File: src/rtl/systolic_controller.sv
// systolic_controller: sequences clear/feed/flush/drain of an output-stationary systolic array
// Ports: clk, rst (async, active-low); start/k_len job request; busy/done status;
//   buf_rd_en/buf_addr with a_vec/b_vec operand buffer (one-cycle read latency);
//   array_clear/accumulate_enable/read_enable/row_index/array_results array control;
//   west_inputs/north_inputs skewed operands; res_valid/res_ready/res_row/res_data result rows.
//   All vectors carry lane 0 in the most significant DATA_WIDTH bits.
module systolic_controller #(
    parameter int ARRAY_SIZE = 16,
    parameter int DATA_WIDTH = 16
) (
    input  logic                             clk,
    input  logic                             rst,
    input  logic                             start,
    input  logic [7:0]                       k_len,
    output logic                             busy,
    output logic                             done,
    output logic                             buf_rd_en,
    output logic [7:0]                       buf_addr,
    input  logic [ARRAY_SIZE*DATA_WIDTH-1:0] a_vec,
    input  logic [ARRAY_SIZE*DATA_WIDTH-1:0] b_vec,
    output logic                             array_clear,
    output logic                             accumulate_enable,
    output logic                             read_enable,
    output logic [ARRAY_SIZE*DATA_WIDTH-1:0] west_inputs,
    output logic [ARRAY_SIZE*DATA_WIDTH-1:0] north_inputs,
    output logic [31:0]                      row_index,
    input  logic [ARRAY_SIZE*DATA_WIDTH-1:0] array_results,
    output logic                             res_valid,
    input  logic                             res_ready,
    output logic [31:0]                      res_row,
    output logic [ARRAY_SIZE*DATA_WIDTH-1:0] res_data
);
    localparam int N = ARRAY_SIZE;
    localparam int W = DATA_WIDTH;
    // wide enough for K=255 plus the 2N-1 cycle flush tail
    localparam int CW = $clog2(256 + 2 * N) + 1;

    typedef enum logic [2:0] {IDLE, CLEAR, FEED, FLUSH, DRAIN, DONE} state_t;

    state_t        state;
    logic [7:0]    k_reg;
    logic [CW-1:0] cnt;
    logic [CW-1:0] feed_end;
    logic [CW-1:0] win_end;
    logic [31:0]   row;
    logic          rd_valid;
    logic          skew_clr;
    logic          skew_en;

    // cnt is the cycle index since the first buf_rd_en; the accumulate window spans 1..K+2N-1
    assign feed_end  = CW'(k_reg) - CW'(1);
    assign win_end   = CW'(k_reg) + CW'(2 * N - 1);
    assign skew_clr  = state == CLEAR;
    assign skew_en   = state == FEED || state == FLUSH;
    assign busy      = state != IDLE;
    assign row_index = row;
    assign res_row   = row;
    assign res_data  = res_valid ? array_results : '0;

    always_ff @(posedge clk or negedge rst) begin
        if (!rst) begin
            state             <= IDLE;
            k_reg             <= '0;
            cnt               <= '0;
            row               <= '0;
            rd_valid          <= 1'b0;
            done              <= 1'b0;
            buf_rd_en         <= 1'b0;
            buf_addr          <= '0;
            array_clear       <= 1'b0;
            accumulate_enable <= 1'b0;
            read_enable       <= 1'b0;
            res_valid         <= 1'b0;
        end else begin
            rd_valid    <= buf_rd_en;
            array_clear <= 1'b0;
            done        <= 1'b0;
            case (state)
                IDLE: if (start) begin
                    state       <= CLEAR;
                    k_reg       <= k_len;
                    array_clear <= 1'b1;
                end
                CLEAR: begin
                    cnt               <= '0;
                    accumulate_enable <= 1'b0;
                    if (k_reg != 8'd0) begin
                        state     <= FEED;
                        buf_rd_en <= 1'b1;
                        buf_addr  <= '0;
                    end else begin
                        state       <= DRAIN;
                        read_enable <= 1'b1;
                        res_valid   <= 1'b1;
                        row         <= '0;
                    end
                end
                FEED, FLUSH: begin
                    cnt               <= cnt + CW'(1);
                    accumulate_enable <= cnt != win_end;
                    if (state == FEED) begin
                        if (cnt == feed_end) begin
                            state     <= FLUSH;
                            buf_rd_en <= 1'b0;
                        end else begin
                            buf_addr <= buf_addr + 8'd1;
                        end
                    end else if (cnt == win_end) begin
                        state       <= DRAIN;
                        read_enable <= 1'b1;
                        res_valid   <= 1'b1;
                        row         <= '0;
                    end
                end
                DRAIN: if (res_ready) begin
                    if (row == 32'(N - 1)) begin
                        state       <= DONE;
                        read_enable <= 1'b0;
                        res_valid   <= 1'b0;
                        done        <= 1'b1;
                    end else begin
                        row <= row + 32'd1;
                    end
                end
                DONE: state <= IDLE;
                default: state <= IDLE;
            endcase
        end
    end

    for (genvar i = 0; i < N; i++) begin : g_lane
        logic [W-1:0] a_in;
        logic [W-1:0] b_in;
        // cycles without a fresh buffer read inject zero
        assign a_in = rd_valid ? a_vec[(N-1-i)*W +: W] : '0;
        assign b_in = rd_valid ? b_vec[(N-1-i)*W +: W] : '0;
        if (i == 0) begin : g_direct
            assign west_inputs[(N-1)*W +: W]  = a_in;
            assign north_inputs[(N-1)*W +: W] = b_in;
        end else begin : g_skew
            localparam int D = i * W;
            // newest element enters at the LSB end, oldest leaves from the MSB end
            logic [D-1:0] sa;
            logic [D-1:0] sb;
            always_ff @(posedge clk or negedge rst) begin
                if (!rst) begin
                    sa <= '0;
                    sb <= '0;
                end else if (skew_clr) begin
                    sa <= '0;
                    sb <= '0;
                end else if (skew_en) begin
                    sa <= D'({sa, a_in});
                    sb <= D'({sb, b_in});
                end
            end
            assign west_inputs[(N-1-i)*W +: W]  = sa[D-1 -: W];
            assign north_inputs[(N-1-i)*W +: W] = sb[D-1 -: W];
        end
    end
endmodule

File: config.mk
export PLATFORM = sky130hd
export DESIGN_NAME = systolic_controller
export DESIGN_NICKNAME = d
export VERILOG_FILES = /design/src/rtl/systolic_controller.sv
export SDC_FILE = /design/constraint.sdc
export NUM_CORES = 2
export LEC_CHECK = 0
export CAP_MARGIN = 10
export CORE_AREA = 8 8 629 631
export CTS_BUF_LIST = sky130_fd_sc_hd__clkbuf_8 sky130_fd_sc_hd__clkbuf_16
export CTS_CLUSTER_SIZE = 10
export DETAILED_ROUTE_END_ITERATION = 7
export DIE_AREA = 0 0 637 639
export PLACE_DENSITY = 0.55
export SYNTH_ARGS = -nofsm -noshare
export SYNTH_HDL_FRONTEND = slang
export SYNTH_SLANG_ARGS = --single-unit
File: constraint.sdc
create_clock -name clk -period 3.25 [get_ports clk]
set_input_delay 0.65 -clock clk [delete_from_list [all_inputs] [get_ports clk]]
set_output_delay 0.65 -clock clk [all_outputs]
set_load 0.02 [all_outputs]
==> impl_metrics.tcl <==
set metrics [dict create \
    crit_end "res_data[151]" \
    synthCells 9763 \
    hold_viol_final 0 \
    track_usage_pct 22.9 \
    syn-num-nets 10500 \
    multi_input_area_mm2 0.0375 \
    synthXorXnorAreaFrac_pct 0.0897 \
    die_h_um 639 \
    port-buffer-count 1626 \
    crit_required_ns 2.60 \
    rrSetupSlack_ns 0.35 \
    synthDominantCellAreaShare_pct 68.7 \
    numClockSinks 3907 \
    power_density_mw_per_mm2 1020 \
    setup_viol 31 \
    avgSynthCellArea_um2 14.6 \
    num_rows 228 \
    yosys_register_bits 3907 \
    synth_edf_count 0 \
    clkTransAtPathRegs_ns 0.06 \
    drc_errors 0 \
    synth_ff_type "dfrtp_1" \
    fin_skew_ns 0.0382 \
    cts_tree "done" \
    grt_pass1_vias 90600 \
    ir_drop_mv 0.889 \
    critical_path_buf_inv_count 4 \
    maxCapViolCount 0 \
    layout_min_cycle_time_ns 3.31 \
    drive_above_1_share_pct 9.50 \
    totalPowerFinal_mw 178 \
    die_area_mm2 0.407 \
    vias 88800 \
    clockBufferDepth 4 \
    worst_slew_pin_slew_ns 0.981 \
    synth_compound_gate_area_share_pct 24.1 \
    min_path_type "input pin to flop" \
    clk-insertion-delay-late_ns 0.93 \
    async_reset_ff_share_pct 100 \
    synth.most_common_cell "dfrtp_1" \
    clock.fmax_mhz 302 \
    wl_per_cell_um 30.2 \
    holdWs_ns 0.301 \
    synth_cell_types 58 \
    areaGrowthSynthToFinish_pct 22.5 \
    violations "setup timing" \
    seq_area_mm2 0.0978 \
    synth_sequential_area_ratio_pct 68.7 \
    numCtsBuffers 436 \
    yosys-mux-area-fraction_pct 0.105 \
    hpwl_um 350000 \
    maxSlewViolCount 0 \
    critical_path_class "flop to primary output" \
    fillers 33700 \
    slew_headroom_pct 34.4 \
    synth-simple-area-share_pct 1.94 \
    drt-total-wl_um 483000 \
    syn_area_mm2 0.142 \
    worstSetupEndpointType "primary output" \
    initial_core_util_pct 37.0 \
    ant_nets 0 \
    cp-startpoint "res_valid" \
    io_pins 1627 \
    grt_max_degree 158 \
    rr_endpoint "buf_addr[1]" \
    synth_top_family_by_area "compound AO/OA/AOI/OAI gates" \
    htreeDepth 5 \
    grt_overflow_total 0 \
    place_inst 15400 \
    setup_ws_ns -0.0593 \
    rr_startpoint "k_reg[2]" \
    cp_data_arrival_time_ns 2.66 \
    fp.dieW_um 637 \
    cp_max_fo 19 \
    cp_slowest_cell "dfrtp_4" \
    layout.cells.non_filler 16000 \
    via_per_inst 5.54 \
    synthTopCellsByCount "dfrtp_1 (3907), a22o_1 (3843), clkbuf_1 (871)" \
    synth_warnings 0 \
    critPathLaunchType "flop" \
    antenna_found_initial 234 \
    dr.pass1.iters 7 \
    cp_top_family "buffers and inverters" \
    r2r_cells 8 \
    grt_pass1_wl_um 692000 \
    synth.top_cells.by_area "dfrtp_1 (69%), a22o_1 (24%), buf_4 (2.5%)" \
    gp_congestion 0.980 \
    nNetsFinal 11600 \
    rsz0062_at_grt "yes" \
    synth_top_cell_by_area "dfrtp_1" \
    drt-initial-drc-count 6688 \
    outcome "finished with violations" \
    synth_fa_ha_area_share_pct 0.0352 \
    core-area_mm2 0.385 \
    pre_cts_ws_ns 0.299 \
    p_leak_nw 82.7 \
    clockRootBuffer "clkbuf_16" \
    cp_cell_sequence "buf_6 > buf_16 > buf_4 > and2_1 > clkdlybuf4s15_2" \
    cp_num_cells 5 \
    max_stage_delay_ns 0.53 \
    post-route-period-util_pct 102 \
]
==> how the worst min path moves through the flow <==
stage,cells past startpoint,startpoint,slack (ns),endpoint
after floorplan,0,rst,0.35,accumulate_enable
after global placement,1,g_lane[12].g_skew.sa[26],0.48,g_lane[12].g_skew.sa[42]
after detailed placement,1,g_lane[13].g_skew.sb[100],0.48,g_lane[13].g_skew.sb[116]
after CTS,2,b_vec[122],0.21,g_lane[8].g_skew.sb[10]
after global routing,2,a_vec[27],0.26,g_lane[14].g_skew.sa[11]
final,3,k_len[0],0.30,k_reg[0]
==> stage by stage <==
step / util [%] / TNS, ns / instance area (um^2)
global route: 45.3 / -3.17 / 174000
CTS: 45.2 / -8.37 / 174000
floorplan: - / 0 / 142000
detailed placement: 42.1 / 0 / 162000
global placement: 42.1 / 0 / 162000
finish: 45.3 / -0.927 / 174000
==> power breakdown <==
| group | internal, mW | total, mW | switching (mW) |
|---|---|---|---|
| clock network | 24.1 | 42.5 | 18.4 |
| logic | 24.1 | 59.4 | 35.2 |
| registers | 65.4 | 76.6 | 11.2 |
==> layer usage <==
layer	wire [um]	global-route usage [%]	part of all wire (%)	up-vias
li1	-	-	-	38800
met1	184000	27.2	38	46500
met2	245000	39.9	51	2432
met3	32100	6.40	6.6	856
met4	20800	8.03	4.3	124
met5	789	0	0.16	-
==> worst min-delay path, stage by stage <==
cell	delay (ns)
clkdlybuf4s50_1	0.41
nand2_1	0.06
o21ai_0	0.07
==> cell usage in the layout, fill, tap and decap left out, drive strengths merged, types with 7 or more instances in the layout <==
cell,n
clkdlybuf4s50,1366
a21oi,18
nor3,17
o21ai,54
a31oi,8
clkinv,13
buf,462
nand2b,9
dfrtp,3907
nand3,14
xnor2,9
a22o,3843
clkbuf,456
and3,16
diode,93
mux2i,7
nor2,26
and2,293
mux2,7
o31ai,13
clkdlybuf4s15,40
dlygate4sd2,64
inv,59
dlymetal6s2s,26
nand2,53
nor4,8
==> repair_timing <==
item,in CTS,in global routing
gates resized for setup,481,80
setup buffers,9,6
gates cloned,9,4
pin swaps,1,0
hold endpoints to repair,13,0
endpoints found under the setup margin,233,118
hold buffers,1,0
==> cells by family after synthesis <==
family,count (synthesis)
AO/OA/AOI/OAI,3956
flip-flops,3907
buffers and inverters,1398
AND/OR/NAND/NOR,471
multiplexers,14
XOR/XNOR,13
adder cells (fa/ha/maj),4
==> cell type report <==
cell class                      count  area share [%]
Multi-Input combinational cell   4458            21.5
Timing Repair Buffer             1973            11.9
Tap cell                         5060            3.63
Inverter                            7          0.0151
Clock buffer                      444            6.35
Clock inverter                     69           0.323
Antenna cell                       93           0.133
Sequential cell                  3907            56.1
Power figures use the tool's default switching activity.
